<file path="src/rtl/delay_line_prog.sv">
// rtl/delay_line_prog.sv - runtime-programmable, stallable delay line with valid flag
// Changing the delay invalidates in-flight samples so stale data is never re-emitted.
module delay_line_prog #(
  parameter int WIDTH   = 12,
  parameter int MAX_DEL = 8,
  parameter int DEL_W   = 4,
  parameter int DEF_DEL = 2
) (
  input  logic             clk,
  input  logic             rst,
  input  logic             ce,
  input  logic             flush,
  input  logic [DEL_W-1:0] del_sel,
  input  logic             din_valid,
  input  logic [WIDTH-1:0] din,
  output logic [WIDTH-1:0] dout,
  output logic             dout_valid,
  output logic             del_chg,
  output logic             sel_err
);

  localparam logic [DEL_W-1:0] MAX_DEL_W = DEL_W'(MAX_DEL);
  localparam logic [DEL_W-1:0] DEF_DEL_W = DEL_W'(DEF_DEL);

  logic [WIDTH-1:0] stage_data  [MAX_DEL];
  logic             stage_valid [MAX_DEL];
  logic [DEL_W-1:0] del_q;
  logic [DEL_W-1:0] eff;
  logic             change;

  assign sel_err = (del_sel > MAX_DEL_W);
  assign eff     = sel_err ? MAX_DEL_W : del_sel;
  assign change  = ce && (eff != del_q);

  always_ff @(posedge clk or posedge rst) begin
    if (rst) begin
      del_q   <= DEF_DEL_W;
      del_chg <= 1'b0;
      for (int i = 0; i < MAX_DEL; i++) begin
        stage_data[i]  <= '0;
        stage_valid[i] <= 1'b0;
      end
    end else begin
      del_chg <= change;
      if (change)
        del_q <= eff;
      if (flush) begin
        for (int i = 0; i < MAX_DEL; i++) begin
          stage_data[i]  <= '0;
          stage_valid[i] <= 1'b0;
        end
      end else if (ce) begin
        // Data keeps moving on a delay change; only the valid bits are dropped.
        stage_data[0]  <= din;
        stage_valid[0] <= din_valid && !change;
        for (int i = 1; i < MAX_DEL; i++) begin
          stage_data[i]  <= stage_data[i-1];
          stage_valid[i] <= stage_valid[i-1] && !change;
        end
      end
    end
  end

  always_comb begin
    dout       = din;
    dout_valid = din_valid;
    for (int i = 0; i < MAX_DEL; i++) begin
      if (del_q == DEL_W'(i + 1)) begin
        dout       = stage_data[i];
        dout_valid = stage_valid[i];
      end
    end
  end

endmodule

</file>
<file path="config.mk">
export PLATFORM = sky130hd
export DESIGN_NAME = delay_line_prog
export DESIGN_NICKNAME = d
export VERILOG_FILES = /design/src/rtl/delay_line_prog.sv
export SDC_FILE = /design/constraint.sdc
export NUM_CORES = 1
export LEC_CHECK = 0
export ABC_AREA = 1
export ABC_CLOCK_PERIOD_IN_PS = 4300
export BUFFER_PORTS_ARGS = -buffer_cell sky130_fd_sc_hd__buf_2
export CORE_ASPECT_RATIO = 0.75
export CORE_MARGIN = 2
export CORE_UTILIZATION = 40
export CTS_CLUSTER_SIZE = 40
export DETAILED_ROUTE_END_ITERATION = 10
export GPL_ROUTABILITY_DRIVEN = 0
export RECOVER_POWER = 25
export REMOVE_ABC_BUFFERS = 1
export SLEW_MARGIN = 10
export SYNTH_ARGS = -nofsm -noshare
export SYNTH_HDL_FRONTEND = slang
export SYNTH_SLANG_ARGS = --single-unit
</file>
<file path="constraint.sdc">
create_clock -name clk -period 4.3 [get_ports clk]
set_clock_uncertainty 0.15 [all_clocks]
set_input_delay 1.075 -clock clk [delete_from_list [all_inputs] [get_ports clk]]
set_output_delay 1.075 -clock clk [all_outputs]
set_load 0.005 [all_outputs]
</file>
# --- Word-level counts from Yosys, hierarchy flattened ---
# Cells that the tools add are included.
# Widths: inputs -> output; s select.
op_classes:
  magnitude_cmp: 1
  eq_ne: 9
  muxes: 21
  n_reduce_logical: 11
op_table:
  columns: ["cell", "n"]
  rows:
  - ["$mux 96", 2]
  - ["$mux 12", 8]
  - ["$eq 4x3->1 const B", 4]
  - ["$mux 8", 2]
  - ["$logic_and 1x1->1", 9]
  - ["$eq 4x2->1 const B", 2]
  - ["$mux 1", 8]
  - ["$eq 4x1->1 const B", 1]
  - ["$eq 4x4->1 const B", 1]
  - ["$gt 4x4->1 const B", 1]
  - ["$mux 4", 1]
  - ["$ne 4x4->1", 1]
  - ["$reduce_bool 2->1", 1]
  - ["$logic_not 1->1", 1]
word_totals:
  ff_bits: 109
  inputBits: 21
  out_inout_bits: 15
  wordCells: 60

# --- Longest topological paths before layout ---
logic_depth:
  ltp_word: 9
  mapped_depth: 13
  mapped_depth_nobuf: 12

# --- Worst setup path after synthesis ---
# No wires, ideal clock.
synth_path:
  path_kind: "input port to output port"
  from: "in din[5]"
  to: "out dout[5]"
  arrival_ns: 1.596
  required_time_ns: 3.075
  path_slack_ns: 1.479
  stages: 10
  n_path_buf: 0
  path_cell_list: "inv_1 nand2_1 nand3_1 nand3_1 nand2_1 nand2_1 nand3_1 nand3_1 nand2_1 nand2_1"
synth_between:
  elab_chain_cells: 8
synth_rtl:
  columns: ["element", "line", "source"]
  rows:
  - ["start, declared", "15", "input logic [WIDTH-1:0] din,"]
  - ["$mux 12 (8 in series)", "68", "if (del_q == DEL_W'(i + 1)) begin"]
  - ["end, declared", "16", "output logic [WIDTH-1:0] dout,"]
# Every way passes these cells.

# --- Worst setup path in the final report ---
layout_path:
  from: "reg del_q[0]"
  to: "out dout[6]"
layout_between:
  elab_chain_cells: 9
layout_rtl:
  columns: ["element", "line", "source"]
  rows:
  - ["start, declared", "27", "logic [DEL_W-1:0] del_q;"]
  - ["start signal, assigned", "37", "del_q <= DEF_DEL_W;"]
  - ["start signal, assigned", "46", "del_q <= eff;"]
  - ["$eq 4x1->1", "68", null]
  - ["$mux 12 (7 in series)", "68", null]
  - ["$mux 12 (*)", "68", null]
# Mark *: on every way between the ends. The rest lies on a longest branch, timed or not.

==> summary.json <==
{
  "outcome": "finished with violations",
  "violations": "max-capacitance violations, max-slew violations",
  "layout_min_cycle_time_ns": 3.81,
  "postRouteAntennaNets": 0,
  "post_cts.resized_instances": 0,
  "relSlewSlack_pct": -40.6,
  "clock.fmax_mhz": 262,
  "critPathRequiredTime_ns": 3.07,
  "arrival_ns": 2.59,
  "yosys.area_share.xor_xnor_pct": 0.326,
  "critical_path_peak_fanout": 21,
  "post_synth_inst_count": 674,
  "ratio_of_cells_with_drive_above_1_in_the_final_layout_pct": 9.52,
  "critPathLaunchType": "flop",
  "placement_rows": 36,
  "groute.layer.met3.usage_pct": 3.56,
  "clock_tree_from_tritoncts": "yes",
  "die_area_um2": 14400,
  "count_of_vias_placed_by_the_detailed_router": 4416,
  "tritoncts.num_buffers": 9,
  "floorplan.io_pins": 36,
  "postPlaceCellArea_um2": 5660,
  "grt-busiest-layer": "met2",
  "clock_path_buffers": 2,
  "mappedNetlistArea_um2": 5370,
  "synth_simple_gate_area_share_pct": 16.7,
  "synth-adder-area-share_pct": 0,
  "synth.mux.area_fraction_pct": 0,
  "worst-path-buf-inv": 3,
  "layout_worst_path_cycle_share_pct": 88.6,
  "antenna_found_initial": 0,
  "critical_path.most_common_cell": "nand2_1",
  "floorplan.core_area_um2": 13100,
  "grt.total_usage_pct": 18.5,
  "synth.lib_cells_used.distinct": 28,
  "placedCellCount": 848,
  "synth_compound_area_share_pct": 17.9,
  "ys_seq_area_share_pct": 50.9,
  "cap_viol_max_count": 1,
  "cts_hold_buf": 0,
  "hold_violation_total_from_the_final_report": 0,
  "pin_count_of_the_biggest_net_entering_global_routing": 104,
  "crit_path_end_kind": "output port",
  "ir_worst_vdd_mv": 0.188,
  "floorplan.die.width_um": 138,
  "routed_via_density": 5.11,
  "tightest_hold_margin_ns": 0.344,
  "layout_common_cells": "153 x inv_1, 119 x nand2_1, 108 x dfrtp_1",
  "cts.reportedPaths.clkPinSlew_ns": 0.07,
  "detailedPlacementHpwl_mm": 8.05,
  "wire_length_of_the_first_global_routing_pass_mm": 21.4,
  "synth-seq-cells": 109,
  "fin_tns_setup_ns": 0,
  "first_pass_iters": 5,
  "tritoncts_num_sinks": 109,
  "antenna_cells_inserted": 0,
  "final_area_um2": 5930,
  "final_nets": 709,
  "final_setup_violation_count": 0,
  "worst_hold_path_type": "flop to flop",
  "placement.io_buffers": 35,
  "crit_path_max_delay_cell_type": "nand2_1",
  "tightest_slew_ns": 2.11,
  "synth_top_family_by_area": "compound AO/OA/AOI/OAI gates",
  "mostFrequentLayoutCell": "inv_1",
  "wire_per_inst_um": 14.1,
  "drt_wl_total_mm": 12.2,
  "cts_max_level": 3,
  "cpPeakStageDelay_ns": 0.50,
  "ys.warnings.count": 0,
  "crit_path_cell_trace": "inv_1, nor2_4, nand2_1, inv_1, a21oi_1, nand2_1, nand3_1, nand3_1, nand2_1, nand2_1, buf_2",
  "via_count_of_the_first_global_routing_pass": 4558,
  "insertion_delay_to_the_later_sink_of_the_worst_skew_pair_ns": 0.34,
  "cellPowerDensity_nw_per_um2": 384,
  "drc_violations": 0,
  "crit_family": "simple AND/OR/NAND/NOR gates",
  "finish.cell_count_without_fillers": 864,
  "p_leak_nw": 2.80,
  "worst_setup_path_category": "flop to output port",
  "start_util_pct": 41.1,
  "relative_area_change_from_synthesis_to_final_layout_pct": 10.5,
  "ctsRootBufferMaster": "clkbuf_16",
  "average_instance_area_after_synthesis_um2": 7.96,
  "post_cts.repair.setup_buffers": 0,
  "maxSlewViolCount": 58,
  "rsz0062_at_grt": "no",
  "global_route_track_usage_on_met1_pct": 25.7,
  "drt_iter0_markers": 298,
  "chipHeight_um": 104,
  "fin_total_pwr_mw": 2.28,
  "globalRouteOverflowTotal": 0,
  "grt_use_met2_pct": 30.2
}
==> where the power goes <==
| part | switching [mW] | leakage, nW | internal [mW] | total (mW) |
|---|---|---|---|---|
| Combinational | 0.261 | 1.16 | 0.134 | 0.395 |
| Clock | 0.354 | 0.141 | 0.468 | 0.822 |
| Sequential | 0.0155 | 1.50 | 1.04 | 1.06 |
| Total | 0.630 | 2.80 | 1.65 | 2.28 |
==> cell type report <==
class                   count  area (µm²)
fillers                  1317        7130
flip-flops and latches    109        2730
multi-input cells         371        1880
clock inverters             2        35.0
well taps                 171         214
repair buffers             40         224
inverters                 157         589
clock buffers              14         254
==> worst min-delay path, stage by stage (launching register included) <==
cell	delay, ns
dfrtp_1	0.35
nand2_1	0.05
o21ai_0	0.06
==> registers in the layout, indices dropped and copies added (netlist names) <==
name	cells
del_chg	1
del_q	4
stage_data	96
stage_valid	8
==> kinds of logic (layout without fill, tap and decap cells) <==
logic type / after synthesis / in the layout
compound gates: 162 / 162
flops: 109 / 109
buf+inv: 194 / 213
xor+xnor: 2 / 2
simple gates: 207 / 207
==> per-stage QoR <==
step                      utilization (%)  worst slack, ns
after CTS                            45.5            0.470
after floorplan                         -            0.203
after detailed placement             43.3            0.844
after global placement               43.3            0.894
after global routing                 45.4            0.149
final                                45.4            0.488
==> cells in the mapped netlist <==
cell type	n	area, µm²
o21ai_1	8	40.0
nand2_1	120	450
clkbuf_2	1	5.00
dfstp_2	1	26.3
nand3_1	56	280
nor2_1	23	86.3
xnor2_1	1	8.76
buf_2	7	35.0
nand2_2	1	6.26
nor3_2	1	10.0
o211ai_2	1	12.5
clkbuf_1	19	71.3
a21oi_1	18	90.1
o32ai_1	7	61.3
nand2_4	2	22.5
inv_1	153	574
o211ai_1	1	7.51
dfrtp_1	108	2700
buf_1	6	22.5
nor2_4	3	33.8
nor2_2	1	6.26
xor2_1	1	8.76
o22ai_1	90	563
o31ai_1	1	7.51
buf_6	2	22.5
inv_2	4	15.0
o21ai_0	36	180
buf_4	2	15.0
==> metal layers <==
metal | share of wire [%] | wire length (µm)
met5 | 0 | 0
met1 | 47 | 5710
met2 | 48 | 5830
met4 | 0.84 | 103
met3 | 4.5 | 551
==> final timing paths <==
path                       depth (start not counted)              to           start  slack [ns]
max in group asynchronous                          3   stage_data[7]             rst        0.92
setup reg to reg                                   6        del_q[2]        del_q[3]        2.62
hold / removal                                     2  stage_data[10]  stage_data[10]        0.34
hold reg to reg                                    2  stage_data[10]  stage_data[10]        0.34
min in group asynchronous                          2  stage_data[90]             rst        1.26
setup / recovery                                  11         dout[6]        del_q[0]        0.49
No activity file was read; power rests on OpenSTA's default activity.
